**src/rtl/saa_capture_win.sv**
```systemverilog
// SAA7111 VPO capture front-end: window crop, power-of-two decimation, framed
// pixel stream, and line/frame measurement with lock indication.
module saa_capture_win #(
  parameter int unsigned DATA_W = 16,
  parameter int unsigned CNT_W  = 11,
  parameter int unsigned FCNT_W = 8
) (
  input  logic              clk,
  input  logic              rst_n,
  input  logic              href,
  input  logic              vref,
  input  logic [DATA_W-1:0] vpo,
  input  logic              enable,
  input  logic [CNT_W-1:0]  x_start,
  input  logic [CNT_W-1:0]  x_end,
  input  logic [CNT_W-1:0]  y_start,
  input  logic [CNT_W-1:0]  y_end,
  input  logic [1:0]        decim,
  output logic [DATA_W-1:0] pix_data,
  output logic              pix_valid,
  output logic              pix_sof,
  output logic              pix_eol,
  output logic [CNT_W-1:0]  line_len,
  output logic [CNT_W-1:0]  line_cnt,
  output logic [FCNT_W-1:0] frame_cnt,
  output logic [1:0]        led
);

  localparam int unsigned SW = CNT_W + 1;
  localparam logic [CNT_W-1:0] CNT_MAX = '1;

  logic              href_q, vref_q, href_d, vref_d;
  logic              q_valid, primed;
  logic [DATA_W-1:0] vpo_q;
  logic [CNT_W-1:0]  x_reg, y_reg;
  logic              armed, sof_pend, locked;

  logic              fs, fe, ls, le;
  logic [CNT_W-1:0]  x_cur, y_cur, x_nxt, y_nxt, y_le;
  logic              armed_cur, accept, eol_c, in_x, in_y;
  logic [1:0]        dsh;
  logic [SW-1:0]     step;
  logic [CNT_W-1:0]  mask;

  // Edge detection is gated until the delayed stage-1 copies hold real samples,
  // so a level that is already high when reset releases is not seen as an edge.
  always_comb begin
    fs        = primed & vref_q & ~vref_d;
    fe        = primed & ~vref_q & vref_d;
    ls        = primed & href_q & ~href_d & vref_q;
    le        = primed & ~href_q & href_d;
    x_cur     = ls ? '0 : x_reg;
    y_cur     = fs ? '0 : y_reg;
    armed_cur = fs ? enable : armed;
    dsh       = (decim == 2'd3) ? 2'd2 : decim;
    step      = SW'(1) << dsh;
    mask      = CNT_W'(step - SW'(1));
    in_x      = (x_cur >= x_start) && (x_cur <= x_end);
    in_y      = (y_cur >= y_start) && (y_cur <= y_end);
    accept    = armed_cur & href_q & vref_q & in_x & in_y &
                ((x_cur & mask) == '0) & ((y_cur & mask) == '0);
    eol_c     = ({1'b0, x_cur} + step) > {1'b0, x_end};
    x_nxt     = x_reg;
    if (href_q) begin
      x_nxt = (x_cur == CNT_MAX) ? x_cur : x_cur + CNT_W'(1);
    end
    y_le      = (y_reg == CNT_MAX) ? y_reg : y_reg + CNT_W'(1);
    y_nxt     = y_reg;
    if (fs) begin
      y_nxt = '0;
    end else if (le && vref_d) begin
      y_nxt = y_le;
    end
  end

  always_ff @(posedge clk or negedge rst_n) begin
    if (!rst_n) begin
      href_q    <= 1'b0;
      vref_q    <= 1'b0;
      href_d    <= 1'b0;
      vref_d    <= 1'b0;
      vpo_q     <= '0;
      q_valid   <= 1'b0;
      primed    <= 1'b0;
      x_reg     <= '0;
      y_reg     <= '0;
      armed     <= 1'b0;
      sof_pend  <= 1'b0;
      locked    <= 1'b0;
      pix_data  <= '0;
      pix_valid <= 1'b0;
      pix_sof   <= 1'b0;
      pix_eol   <= 1'b0;
      line_len  <= '0;
      line_cnt  <= '0;
      frame_cnt <= '0;
    end else begin
      href_q    <= href;
      vref_q    <= vref;
      vpo_q     <= vpo;
      href_d    <= href_q;
      vref_d    <= vref_q;
      q_valid   <= 1'b1;
      primed    <= q_valid;
      x_reg     <= x_nxt;
      y_reg     <= y_nxt;
      armed     <= armed_cur;
      sof_pend  <= (fs | sof_pend) & ~accept;
      pix_valid <= accept;
      pix_sof   <= accept & (fs | sof_pend);
      pix_eol   <= accept & eol_c;
      if (accept) begin
        pix_data <= vpo_q;
      end
      if (le) begin
        line_len <= x_reg;
      end
      // y_nxt already carries an end-of-line increment landing on the same cycle
      if (fe) begin
        line_cnt  <= y_nxt;
        frame_cnt <= frame_cnt + FCNT_W'(1);
        locked    <= (y_nxt == line_cnt) && (y_nxt != '0);
      end
    end
  end

  assign led = {locked, frame_cnt[4]};

endmodule

```
**config.mk**
```make
export PLATFORM = sky130hd
export DESIGN_NAME = saa_capture_win
export DESIGN_NICKNAME = d
export VERILOG_FILES = /design/src/rtl/saa_capture_win.sv
export SDC_FILE = /design/constraint.sdc
export NUM_CORES = 1
export LEC_CHECK = 0
export BUFFER_PORTS_ARGS = -buffer_cell sky130_fd_sc_hd__buf_2
export CAP_MARGIN = 20
export CELL_PAD_IN_SITES_DETAIL_PLACEMENT = 1
export CELL_PAD_IN_SITES_GLOBAL_PLACEMENT = 1
export CORE_MARGIN = 3
export CORE_UTILIZATION = 43
export CTS_CLUSTER_DIAMETER = 120
export DETAILED_ROUTE_END_ITERATION = 16
export GPL_ROUTABILITY_DRIVEN = 0
export PLACE_DENSITY_LB_ADDON = 0.1
export SYNTH_ARGS = -nofsm -noshare
export SYNTH_HDL_FRONTEND = slang
export SYNTH_SLANG_ARGS = --single-unit
```
**constraint.sdc**
```tcl
create_clock -name clk -period 5.3 [get_ports clk]
set_input_delay 0.265 -clock clk [delete_from_list [all_inputs] [get_ports clk]]
set_output_delay 0.265 -clock clk [all_outputs]
set_load 0.01 [all_outputs]
```
Yosys cells after proc, flatten, opt, wreduce, memory -nomap -nowiden
Index checks and enable logic that the tools add are counted.
- word-level logic and storage cells: 75
- register bits after elaboration: 96
- input port bits: 67
- equality and inequality tests: 4
- shift-type cells: 1
- add/sub/neg operators: 5
- bitwise operators: 26
- order comparisons: 5
- mux-type cells: 8
- reductions and logical operators: 7
- operators with widths (operator ; count):
    11-bit 2-to-1 mux ; 6
    11-bit by 1-bit adder with 11-bit output (second input constant) ; 2
    11-bit AND ; 2
    11-bit equality test (second input constant) ; 2
    11-bit >= comparator ; 2
    11-bit less-or-equal comparator ; 2
    11-bit logical NOT ; 2
    1-bit AND ; 18
    11-bit by 12-bit adder with 12-bit output ; 1
    12-bit by 11-bit > comparator with 1-bit output ; 1
    1-bit by 2-bit left shift with 12-bit output (first input constant) ; 1
    11-bit equality test ; 1
    11-bit nonzero test ; 1
    11-bit by 1-bit subtractor with 11-bit output (second input constant) ; 1
    8-bit by 1-bit adder with 8-bit output (second input constant) ; 1
    1-bit NOT ; 5
    1-bit logical AND ; 4
    2-bit equality test (second input constant) ; 1
    2-bit 2-to-1 mux ; 1
    1-bit 2-to-1 mux ; 1
    1-bit OR ; 1

Logic depth before layout (Yosys ltp)
- depth after elaboration: 12
- depth in mapped cells: 20
- gate-level depth less buffers: 18

Worst setup path before layout
OpenSTA, ideal clock, no wires.
- path type: register -> register
- from: register vref_q
- to: register pix_data[0]
- buffers on the path: 3
- library setup time: 0.125 ns
- slack: 1.585 ns
- stages on the path, launching flop included: 14
- arrival time: 3.590 ns
- cells stage by stage: dfrtp_1 -> clkbuf_2 -> nand3b_1 -> clkbuf_1 -> and2_1 -> ha_1 -> nand4_1 -> or3_1 -> a211o_1 -> nor4b_4 -> o211ai_2 -> a2111oi_4 -> buf_6 -> mux2_4
- word-level cells in the longest chain between the ends: 9
- RTL lines (what ; line ; source):
    start, declared ; 32 ; logic href_q, vref_q, href_d, vref_d;
    start signal, assigned ; 99 ; vref_q <= vref;
    branches (longest 8 deep; another with 11-bit >= comparator) ; -- ;
    1-bit AND * ; 61 ; ((x_cur & mask) == '0) & ((y_cur & mask) == '0);
    end signal, assigned ; 113 ; pix_data <= vpo_q;
    end, declared ; 19 ; output logic [DATA_W-1:0] pix_data,
Every way passes the cells marked *.
A chain may end at the register's enable or synchronous reset.

Worst setup path after layout
- from: register href_q
- to: register pix_eol
- word-level cells in the longest chain between the ends: 11
- RTL lines (what ; line ; source):
    start, declared ; 32 ;
    start signal, assigned ; 98 ; href_q <= href;
    branches (longest 10 deep; another with 11-bit by 12-bit adder with 12-bit output) ; -- ;
    1-bit AND * ; 111 ; pix_eol <= accept & eol_c;
    end signal, assigned ; 111 ;
    end, declared ; 22 ; output logic pix_eol,
Marked as above.

==> impl_metrics.ini <==
[run_status]
status = complete, no violations

[timing]
rsz0062_at_grt = false
worstMarginPinSlew_ns = 0.835
clock_skew_ns = 0.0111
fin_crit_ns = 4.16
finalHoldViolations = 0
setup_viol = 0
tns_ns = 0
final_max_slew_viol_count = 0
slew_headroom = 0.429
fin_crit_sh = 0.786
fmax_mhz = 240
timing.final.ws_setup_ns = 1.14

[floorplan]
dieArea_sq_mm = 0.0150
rows = 41
die_h_um = 122
start_util = 0.450
io_pins = 118
die_w_um = 122
core-area_sq_mm = 0.0129

[layout]
drive_gt1_frac = 0.241
finalNetCount = 832
diodes = 0
largestRegisters = pix_data (16), vpo_q (16)
n_fill_cell = 1522
area_growth_pct = 18.5

[route]
drc = 0
viasPerCell = 5.37
via_count = 4742
drt-pass1-iter-count = 4
drt_iter0_drc = 203
avgRoutedWirePerCell_um = 17.5
ant_nets = 0
wl_um = 15500

[cts]
cts.root.buffer_cell = clkbuf_16
cts_tree = done
cts_buffers = 9
cts_sinks = 96
cts_buffer_depth = 2
htreeDepth = 3
cts_resized = 0
clk_pin_slew_ns = 0.07
clk_latency_ns = 0.35

[setup_path]
cp-start-kind = flop
path_buf_inv = 0
worstPathArrival_ns = 4.40
worstPathMaxFanout = 14
critPathCaptureType = flop
critPathTopFamily = simple AND/OR/NAND/NOR gates
cp_slowest_stage_delay_ns = 0.61
required_ns = 5.54
worstSetupPathType = flop to flop
cp_slowest_cell = dfrtp_1
crit_chain = and4b_1, nor3_1, or2_2, ha_1, a31oi_1, o21bai_1, a21oi_1, nand2b_1, nor2_1, xnor2_1, ha_1, a21oi_1, o21ai_0, nor3_1, a221o_1, a31oi_1, o211a_1

[placed_design]
hpwl_um = 12100
place_ws_ns = 1.19
portBuffers = 117

[yosys]
yosysWarnings = 0
synth-async-reset-ratio = 1.00
ys_ff_latch = 96
synth_area_sq_mm = 0.00582
syn-mean-instance-area_sq_um = 9.86
synth_commonest_cells = 96 x dfrtp_1, 61 x inv_1, 59 x ha_1
syn_inst = 590
yosys.area.top_type_share = 0.413
synth_cell_types = 64
synth_flop_cell = dfrtp_1
synth-edff-count = 0
synth_sequential_area_ratio = 0.413
yosysMostFrequentCell = dfrtp_1
synth_area_leaders = dfrtp_1 41%, ha_1 13%, inv_1 3.9%
yosys.area.top_type = dfrtp_1

[pwr]
p_leak_uw = 0.00379
seqPwrFrac = 0.432
sw_frac_of_total = 0.323
pwr-share-comb = 0.252
vdd_drop_max_v = 0.000178
power_density_mw_per_mm2 = 295
switching_power_uw = 657
p_int_uw = 1380
pwr-share-clk = 0.315

[global_routing]
grt_remaining_overflow = 0
antenna_found_initial = 0
grt_max_degree = 82
grt_pass1_wl_um = 25600
grt_pass1_vias = 5156
grt_usage = 0.215

[worst_hold_path]
hold_class = primary input to flop

[flow_run]
maxCapViolCount = 0
stage by stage:
stage / hold WS, ns / instance area, sq um / utilization / instances / power [uW]
CTS: 0.00539 / 6850 / 0.530 / 880 / 2060
global placement: 0.139 / 6550 / 0.506 / 863 / 1370
detailed placement: 0.143 / 6550 / 0.506 / 863 / 1400
finish: 0.0174 / 6900 / 0.533 / 883 / 2040
global route: 0.00440 / 6900 / 0.533 / 883 / 2180
floorplan: -0.0306 / 5830 / - / 592 / 1210
worst register-to-register path, cell delays in order (launching register included):
cell	delay, ns
dfrtp_1	0.61
and4b_1	0.54
nor3_1	0.13
or2_2	0.29
ha_1	0.20
a31oi_1	0.23
o21bai_1	0.11
a21oi_1	0.22
nand2b_1	0.19
nor2_1	0.07
xnor2_1	0.14
ha_1	0.32
a21oi_1	0.18
o21ai_0	0.10
nor3_1	0.24
a221o_1	0.20
a31oi_1	0.04
o211a_1	0.24
path summary, 6_finish.rpt:
path	startpoint	to	slack, ns	depth (start not counted)
min in group asynchronous	rst_n	frame_cnt[1]	0.31	2
worst min-delay path	vpo[1]	vpo_q[1]	0.02	1
max in group asynchronous	rst_n	line_len[6]	4.06	4
worst max register to register	href_q	pix_eol	1.14	17
worst max-delay path	href_q	pix_eol	1.14	17
worst min register to register	q_valid	primed	0.38	0
power by group through the flow:
| stage | clock, uW | sequential [uW] | combinational [uW] |
|---|---|---|---|
| after floorplan | 0 | 884 | 325 |
| after global placement | 0 | 887 | 487 |
| after detailed placement | 0 | 892 | 510 |
| after CTS | 661 | 880 | 514 |
| after global routing | 697 | 892 | 589 |
| final | 642 | 881 | 514 |
cells by family after synthesis:
group / Yosys count / share of synthesized area
AND/OR/NAND/NOR: 182 / 0.164
AO/OA/AOI/OAI: 109 / 0.129
flip-flops: 96 / 0.413
buffers and inverters: 81 / 0.0563
adder cells (fa/ha/maj): 60 / 0.129
multiplexers: 31 / 0.0649
XOR/XNOR: 29 / 0.0436
other: 2 / 0.00129
layer usage:
layer / track usage / vias to the layer above / part of all wire
li1: - / 2296 / -
met1: 0.299 / 2321 / 0.48
met2: 0.342 / 115 / 0.45
met3: 0.0525 / 10 / 0.058
met4: 0.0511 / 0 / 0.0077
met5: 0 / - / 0
cell usage in the layout, fill, tap and decap left out, types with 16 or more instances in the layout:
master,n
buf_2,116
dfrtp_1,96
inv_1,61
ha_1,59
nand2_1,47
nor2_1,38
o21ai_0,28
mux2_2,18
xnor2_1,17
and2_1,17
a21oi_1,17
nand4_1,16
layout make-up:
class	count	area [sq um]	share of cell area
multi-input cells	415	3100	0.449
flip-flops and latches	96	2400	0.348
repair buffers	123	661	0.0958
clock buffers	12	256	0.0372
inverters	61	229	0.0332
well taps	172	215	0.0312
clock inverters	4	35.0	0.00508
what timing repair did:
action	4_1_cts	5_1_grt
hold endpoints to repair	15	2
buffers inserted	0	0
hold buffers	1	2
Power figures use the tool's default switching activity.
